`src/rtl/instr_fetch_pkg.sv`:
```
// Shared definitions for the instruction-fetch path.
// Holds the fetch FSM state encoding, the instruction-memory window
// (also used by program_counter and imem), the NOP encoding and a helper
// that classifies a fetch address as legal or not.
package instr_fetch_pkg;

    typedef enum logic [1:0] {
        ST_IDLE   = 2'd0,
        ST_REQ    = 2'd1,
        ST_WAIT   = 2'd2,
        ST_HALTED = 2'd3
    } if_state_t;

    localparam logic [31:0] IMEM_BASE = 32'h0100_0000;
    localparam logic [31:0] IMEM_LAST = 32'h0100_07FC;
    localparam logic [31:0] NOP       = 32'h0000_0013;

    // A fetch address is legal when word aligned and inside [base, last].
    function automatic logic fetch_addr_legal(input logic [31:0] addr,
                                              input logic [31:0] base,
                                              input logic [31:0] last);
        return (addr[1:0] == 2'b00) && (addr >= base) && (addr <= last);
    endfunction

endpackage

```
`src/rtl/fetch_timeout_ctr.sv`:
```
// Loadable up-counter with terminal flag, used to bound the wait for
// read data after a memory grant.
// Ports:
//   clk, rstn : clock, asynchronous active-low reset
//   load      : clear the count to zero (has priority over inc)
//   inc       : advance the count by one
//   term      : count has reached TIMEOUT-1
module fetch_timeout_ctr #(
    parameter int  TIMEOUT = 16,
    localparam int CW      = (TIMEOUT > 1) ? $clog2(TIMEOUT) : 1
) (
    input  logic clk,
    input  logic rstn,
    input  logic load,
    input  logic inc,
    output logic term
);

    localparam logic [CW-1:0] TERM_VAL = CW'(TIMEOUT - 1);

    logic [CW-1:0] count_reg;

    always_ff @(posedge clk or negedge rstn) begin
        if (!rstn) begin
            count_reg <= '0;
        end else if (load) begin
            count_reg <= '0;
        end else if (inc) begin
            count_reg <= count_reg + 1'b1;
        end
    end

    assign term = (count_reg == TERM_VAL);

endmodule

```
`src/rtl/instr_fetch.sv`:
```
// Instruction-fetch stage sitting right after the program counter.
// Issues one outstanding read at a time over req/gnt/rvalid, captures the
// returned word into the IF/ID register and strobes pc_we so the PC moves.
// Out-of-window or misaligned addresses and a stalled memory raise a sticky
// fetch_err and halt the stage; only rstn leaves the halted state.
// Ports:
//   clk, rstn              : clock, asynchronous active-low reset
//   fetch_en, instr_addr   : permission to fetch, current PC
//   pc_halt, flush         : PC halt flag, redirect (drop held/in-flight)
//   id_ready               : decode takes instr_out this cycle
//   mem_req/addr/gnt/rvalid/rdata : instruction memory handshake
//   instr_out, pc_out, instr_valid: IF/ID register contents
//   pc_we                  : one-cycle PC advance strobe
//   fetch_err, halted      : sticky error, stage stopped
module instr_fetch
    import instr_fetch_pkg::*;
#(
    parameter logic [31:0] IMEM_BASE = instr_fetch_pkg::IMEM_BASE,
    parameter logic [31:0] IMEM_LAST = instr_fetch_pkg::IMEM_LAST,
    parameter int          TIMEOUT   = 16
) (
    input  logic        clk,
    input  logic        rstn,
    input  logic        fetch_en,
    input  logic [31:0] instr_addr,
    input  logic        pc_halt,
    input  logic        flush,
    input  logic        id_ready,
    output logic        mem_req,
    output logic [31:0] mem_addr,
    input  logic        mem_gnt,
    input  logic        mem_rvalid,
    input  logic [31:0] mem_rdata,
    output logic [31:0] instr_out,
    output logic [31:0] pc_out,
    output logic        instr_valid,
    output logic        pc_we,
    output logic        fetch_err,
    output logic        halted
);

    if_state_t   state_reg, state_next;
    logic        mem_req_next;
    logic [31:0] mem_addr_next;
    logic [31:0] instr_out_next;
    logic [31:0] pc_out_next;
    logic        instr_valid_next;
    logic        pc_we_next;
    logic        fetch_err_next;
    logic        halted_next;
    logic        discard_reg, discard_next;
    // Remembers a pc_halt seen mid-transaction so a brief pulse still halts.
    logic        halt_pend_reg, halt_pend_next;
    logic        ctr_load, ctr_inc, ctr_term;
    logic        launch;

    fetch_timeout_ctr #(.TIMEOUT(TIMEOUT)) u_timeout (
        .clk  (clk),
        .rstn (rstn),
        .load (ctr_load),
        .inc  (ctr_inc),
        .term (ctr_term)
    );

    // pc_we blocks launch so the advanced PC is sampled before the next fetch.
    assign launch = fetch_en && !pc_we && (!instr_valid || id_ready) && !flush;

    always_comb begin
        state_next       = state_reg;
        mem_req_next     = mem_req;
        mem_addr_next    = mem_addr;
        instr_out_next   = instr_out;
        pc_out_next      = pc_out;
        instr_valid_next = instr_valid;
        pc_we_next       = 1'b0;
        fetch_err_next   = fetch_err;
        halted_next      = halted;
        discard_next     = discard_reg;
        halt_pend_next   = halt_pend_reg;
        ctr_load         = 1'b0;
        ctr_inc          = 1'b0;

        if (instr_valid && id_ready) begin
            instr_valid_next = 1'b0;
        end

        unique case (state_reg)
            ST_IDLE: begin
                if (pc_halt || halt_pend_reg) begin
                    halted_next = 1'b1;
                    state_next  = ST_HALTED;
                end else if (launch) begin
                    if (!fetch_addr_legal(instr_addr, IMEM_BASE, IMEM_LAST)) begin
                        fetch_err_next = 1'b1;
                        halted_next    = 1'b1;
                        state_next     = ST_HALTED;
                    end else begin
                        mem_req_next  = 1'b1;
                        mem_addr_next = instr_addr;
                        state_next    = ST_REQ;
                    end
                end
            end
            ST_REQ: begin
                if (pc_halt) halt_pend_next = 1'b1;
                if (flush)   discard_next   = 1'b1;
                if (mem_gnt) begin
                    mem_req_next = 1'b0;
                    ctr_load     = 1'b1;
                    state_next   = ST_WAIT;
                end
            end
            ST_WAIT: begin
                if (pc_halt) halt_pend_next = 1'b1;
                if (mem_rvalid) begin
                    // A flush arriving with the data drops it just like a
                    // flush seen earlier in the transaction.
                    if (!discard_reg && !flush) begin
                        instr_out_next   = mem_rdata;
                        pc_out_next      = mem_addr;
                        instr_valid_next = 1'b1;
                        pc_we_next       = 1'b1;
                    end
                    discard_next = 1'b0;
                    state_next   = ST_IDLE;
                end else if (ctr_term) begin
                    fetch_err_next = 1'b1;
                    halted_next    = 1'b1;
                    discard_next   = 1'b0;
                    state_next     = ST_HALTED;
                end else begin
                    if (flush) discard_next = 1'b1;
                    ctr_inc = 1'b1;
                end
            end
            ST_HALTED: begin
                halted_next  = 1'b1;
                mem_req_next = 1'b0;
            end
            default: state_next = ST_IDLE;
        endcase

        if (flush) begin
            instr_valid_next = 1'b0;
        end
    end

    always_ff @(posedge clk or negedge rstn) begin
        if (!rstn) begin
            state_reg     <= ST_IDLE;
            mem_req       <= 1'b0;
            mem_addr      <= '0;
            instr_out     <= '0;
            pc_out        <= '0;
            instr_valid   <= 1'b0;
            pc_we         <= 1'b0;
            fetch_err     <= 1'b0;
            halted        <= 1'b0;
            discard_reg   <= 1'b0;
            halt_pend_reg <= 1'b0;
        end else begin
            state_reg     <= state_next;
            mem_req       <= mem_req_next;
            mem_addr      <= mem_addr_next;
            instr_out     <= instr_out_next;
            pc_out        <= pc_out_next;
            instr_valid   <= instr_valid_next;
            pc_we         <= pc_we_next;
            fetch_err     <= fetch_err_next;
            halted        <= halted_next;
            discard_reg   <= discard_next;
            halt_pend_reg <= halt_pend_next;
        end
    end

endmodule

```
`config.mk`:
```
export PLATFORM = sky130hd
export DESIGN_NAME = instr_fetch
export DESIGN_NICKNAME = d
export VERILOG_FILES = /design/src/rtl/instr_fetch_pkg.sv /design/src/rtl/fetch_timeout_ctr.sv /design/src/rtl/instr_fetch.sv
export SDC_FILE = /design/constraint.sdc
export NUM_CORES = 1
export LEC_CHECK = 0
export CORE_MARGIN = 2
export CORE_UTILIZATION = 30
export CTS_CLUSTER_SIZE = 16
export DETAILED_ROUTE_END_ITERATION = 16
export HOLD_SLACK_MARGIN = 0.08
export MAX_ROUTING_LAYER = met4
export PLACE_DENSITY_LB_ADDON = 0.05
export SYNTH_ARGS = -nofsm -noshare
export SYNTH_HDL_FRONTEND = slang
export SYNTH_SLANG_ARGS = --single-unit
```
`constraint.sdc`:
```
create_clock -name clk -period 2.1 [get_ports clk]
set_input_delay 0.315 -clock clk [delete_from_list [all_inputs] [get_ports clk]]
set_output_delay 0.315 -clock clk [all_outputs]
set_load 0.005 [all_outputs]
```
======== Word level (Yosys, flattened, before mapping) ========
Cells that the tools add are included.
storage, ports and cells
  flip-flop bits (word level) ............. 109
  latch bits .............................. 0
  bits in writable memories ............... 0
  ROM bits ................................ 0
  input bits .............................. 72
  output and inout port bits .............. 101
  memories kept ........................... 0
cells by class
  add/subtract/negate cells ............... 1
  multiply operators ...................... 0
  divide/modulo/power cells ............... 0
  order comparisons ....................... 2
  equality and inequality tests ........... 14
  shift-type cells ........................ 0
  mux-type cells .......................... 39
  bitwise gates (word level) .............. 1
  reductions and logical operators ........ 29
operators by type and width
  kind                                                    number
  >= comparator 32 x 25 -> 1 bit (second input constant)  1
  <= comparator 32 x 25 -> 1 bit (second input constant)  1
  2-to-1 mux 1 bit                                        26
  inequality test 2 bit (second input constant)           7
  2-to-1 mux 2 bit                                        6
  AND reduction 5 bit                                     2
  inequality test 3 bit (second input constant)           3
  nonzero test 3 bit                                      3
  2-to-1 mux 4 bit                                        2
  AND reduction 4 bit                                     2
  logical AND 1 bit                                       7
  one-hot mux 1 bit (3 select lines)                      2
  one-hot mux 2 bit (3 select lines)                      1
  AND reduction 6 bit                                     1
  nonzero test 2 bit                                      3
  adder 4 x 1 -> 4 bit (second input constant)            1
  equality test 2 bit (second input constant)             2
  equality test 4 bit (second input constant)             1
  zero test 1 bit                                         4
  zero test 2 bit                                         2
  one-hot mux 1 bit (2 select lines)                      2
  AND reduction 3 bit                                     1
  equality test 2 x 1 -> 1 bit (second input constant)    1
  logical OR 1 bit                                        2
  other kinds (3)                                         3

======== Logic depth before layout (Yosys ltp) ========
  word-level depth ........................ 7
  mapped depth ............................ 7

======== Hierarchy ========
Synthesis repeated with hierarchy kept, for this count alone.
second synthesis, totals
  cell total of the unflattened synthesis .. 287
  area, all modules ....................... 4,285.4 µm²
by module, submodules not included
  module             times used  cells each  area each (µm²)  sequential area each (µm²)
  instr_fetch        1           270         4,086.4          2,627.5
  fetch_timeout_ctr  1           17          198.9            100.1

======== Least setup slack after synthesis ========
OpenSTA, ideal clock, no wires.
  kind .................................... register to register
  start ................................... register state_reg[0]
  end ..................................... register instr_out[0]
  setup time .............................. 0.125 ns
  arrival time ............................ 1.771 ns
  required time ........................... 1.975 ns
  slack ................................... 0.204 ns
  cell stages (with the launch flop) ...... 8
  clock period less this slack ............ 1.896 ns
  cell sequence ........................... dfrtp_1 inv_1 ha_1 nand2_1 nor3_1 buf_2 buf_2 mux2_2
between the ends
  cells in the longest elaborated chain, start to end .. 2
RTL lines
  what                                  line                text
  start, declared                       instr_fetch.sv:42   if_state_t state_reg, state_next;
  start signal, assigned                instr_fetch.sv:162  state_reg <= state_next;
  equality test 2 bit                   instr_fetch.sv:87   unique case (state_reg)
  AND reduction 3 bit (no source line)  -
  end signal, assigned                  instr_fetch.sv:165  instr_out <= instr_out_next;
  end, declared                         instr_fetch.sv:34   output logic [31:0] instr_out,
Every way passes these cells.
A chain may end at the register's enable or synchronous reset.

======== Worst setup path in the final report ========
  start ................................... register state_reg[0]
  end ..................................... register instr_out[22]
The elaborated chain is that of the path after synthesis.

==> flow_metrics.env <==
export IMPL_status="finished, final reports clean"
export IMPL_wl_met1_um=4300
export IMPL_async_flop_share=1.00
export IMPL_top_layer_used="met4"
export IMPL_rsz0062_at_grt="false"
export IMPL_root_buffer="clkbuf_16"
export IMPL_holdCritPathClass="primary input to async pin"
export IMPL_max_cap_violations=0
export IMPL_synth_ff_type="dfrtp_1"
export IMPL_clk_path_buf_depth=2
export IMPL_finClkSkew_ps=3.99
export IMPL_drt_pass1_iter_count=6
export IMPL_cts_setup_buffers=0
export IMPL_post_drt_wl_per_cell_um=15.0
export IMPL_powerDensity_nw_per_um2=606
export IMPL_p_leak_nw=3.12
export IMPL_n_fill_cell=1243
export IMPL_synthMuxAreaShare=0.202
export IMPL_grt_pass1_wl_um=15600
export IMPL_synth_xor_area_frac=0.00205
export IMPL_dr_wl_met3_um=745
export IMPL_reg2reg_to="instr_out[22]"
export IMPL_crit_path_end_kind="flip-flop"
export IMPL_ys_ff_latch=109
export IMPL_cts_htree_levels=3
export IMPL_synthToLayoutAreaGrowth_pct=57.2
export IMPL_drt_iter0_drc=112
export IMPL_hold_worst_slack_ps=357
export IMPL_max_freq_ghz=0.529
export IMPL_cts_tree="done"
export IMPL_synthAdderAreaFrac=0.0205
export IMPL_core_area_um2=13900
export IMPL_vias=2987
export IMPL_via_per_inst=4.49
export IMPL_met2WireLength_um=4770
export IMPL_num_rows=43
export IMPL_utilization=0.484
export IMPL_r2r_start="state_reg[0]"
export IMPL_setup_viol=0
export IMPL_place_congestion=0.794
export IMPL_cp_num_buf_inv=3
export IMPL_antenna_found_initial=0
export IMPL_slew_viol_final=0
export IMPL_drive_above_1_share=0.233
export IMPL_drc=0
export IMPL_hold_viol_final=0
export IMPL_grt_max_degree=47
export IMPL_synth_edf_count=0
export IMPL_synth_cells=285
export IMPL_path_clk_slew_ps=70
export IMPL_cpMaxStageDelayCell="dfrtp_1"
export IMPL_worst_slew_pin_transition_ps=426
export IMPL_fp_dieW_um=123
export IMPL_die_y_um=123
export IMPL_layout_min_cycle_time_ps=1890
export IMPL_cp_cell_sequence="inv_1, ha_2, nand2_1, nor3_4, buf_4, buf_12, mux2_2"
export IMPL_synth_top_family_by_area="multiplexers"
export IMPL_synth_nets=364
export IMPL_synth_yosys_seq_area_share=0.638
export IMPL_setup_tns_ps=0
export IMPL_cp_top_family="buffers and inverters"
export IMPL_grt_total_usage=0.139
export IMPL_crit_fanout=15
export IMPL_r2r_slack_ps=210
export IMPL_diodes=0
export IMPL_grt_pass1_vias=2981
export IMPL_irDropWorstVdd_v=0.000472
export IMPL_place_area_um2=6400
export IMPL_netlist_area_um2=4280
export IMPL_cts_sinks=109
export IMPL_worst_slack_ps=210
export IMPL_grt_ovfl_total=0
export IMPL_yosys_warnings=0
export IMPL_synth_cell_types=38
export IMPL_io_pins=173
export IMPL_layout_common_cells="clkdlybuf4s50_1, dfrtp_1, mux2_2"
export IMPL_min_period_over_period=0.900
export IMPL_syn_avg_cell_area_um2=15.0
export IMPL_finalNetCount=560
export IMPL_slew_headroom=0.712
export IMPL_hpwl_um=7440
export IMPL_synth_simple_area_share=0.0860
export IMPL_worst_r2r_path_depth=7
export IMPL_critical_path_max_stage_delay_ps=430
export IMPL_clock_latency_ps=340
export IMPL_cts_buffers=9
export IMPL_routed_wl_um=9950
export IMPL_start_util=0.308
export IMPL_arrival_ps=2110
export IMPL_critPathLaunchType="flip-flop"
export IMPL_synth_compound_gate_area_share=0.0351
export IMPL_reg_top3="instr_out x32, mem_addr x32, pc_out x32"
export IMPL_die_area_um2=15200
export IMPL_numPortBuffers=172
export IMPL_path_class="flip-flop to flip-flop"
export IMPL_place_ws_ps=-139
export IMPL_design_area_um2=6720
export IMPL_critPathRequiredTime_ps=2320
export IMPL_final_common_cell="clkdlybuf4s50_1"
export IMPL_postRouteAntennaNets=0
cell families after synthesis:
group           Yosys count
xor+xnor                  1
buf+inv                  14
flops                   109
fa+ha+maj                 7
compound gates           22
mux                      77
simple gates             55
power by group:
group | leakage [nW] | total (mW) | switching (mW) | internal (mW)
sequential | 1.51 | 2.10 | 0.000000185 | 2.10
combinational | 1.47 | 0.201 | 0.0714 | 0.130
clock | 0.150 | 1.78 | 0.735 | 1.04
total | 3.12 | 4.07 | 0.806 | 3.27
synth_stat cells, types with 3 or more instances:
cell	instances	area share
a21oi_1	4	0.0047
a31oi_1	3	0.0044
buf_2	9	0.011
dfrtp_1	109	0.64
ha_1	7	0.020
inv_1	4	0.0035
mux2_1	7	0.018
mux2_2	68	0.18
nand2_1	5	0.0044
nor2_1	5	0.0044
nor2b_1	23	0.034
nor4_2	4	0.012
o21ai_0	3	0.0035
how the worst max path moves through the flow:
stage / cells past startpoint / from / to
6_report: 7 / state_reg[0] / instr_out[22]
5_1_grt: 7 / state_reg[0] / instr_out[17]
4_1_cts: 7 / state_reg[0] / instr_out[22]
3_5_place_dp: 6 / instr_addr[20] / mem_addr[10]
3_3_place_gp: 6 / instr_addr[18] / mem_addr[6]
2_1_floorplan: 7 / state_reg[0] / instr_out[0]
final cells by class:
type / instances / area (µm²) / share of cell area
clock buffers: 11 / 233 / 0.0346
clock inverters: 4 / 73.8 / 0.0110
inverters: 4 / 15.0 / 0.00223
multi-input cells: 162 / 1490 / 0.222
flip-flops and latches: 109 / 2730 / 0.406
well taps: 180 / 225 / 0.0335
repair buffers: 195 / 1960 / 0.291
layer usage:
metal | up-vias | GRT usage
met2 | 103 | 0.216
met3 | 9 | 0.0554
met1 | 1476 | 0.168
li1 | 1399 | -
met5 | - | -
met4 | 0 | 0.0376
what timing repair did:
item | in CTS | in global routing
resized for setup | 0 | 2
hold buffers | 1 | 0
hold endpoints to repair | 10 | 0
endpoints found under the setup margin | 0 | 63
per-stage QoR:
stage,cells,power (mW)
global route,665,4.24
CTS,665,4.14
global placement,649,2.34
floorplan,285,2.15
detailed placement,649,2.34
finish,665,4.07
No activity file was read; power rests on OpenSTA's default activity.
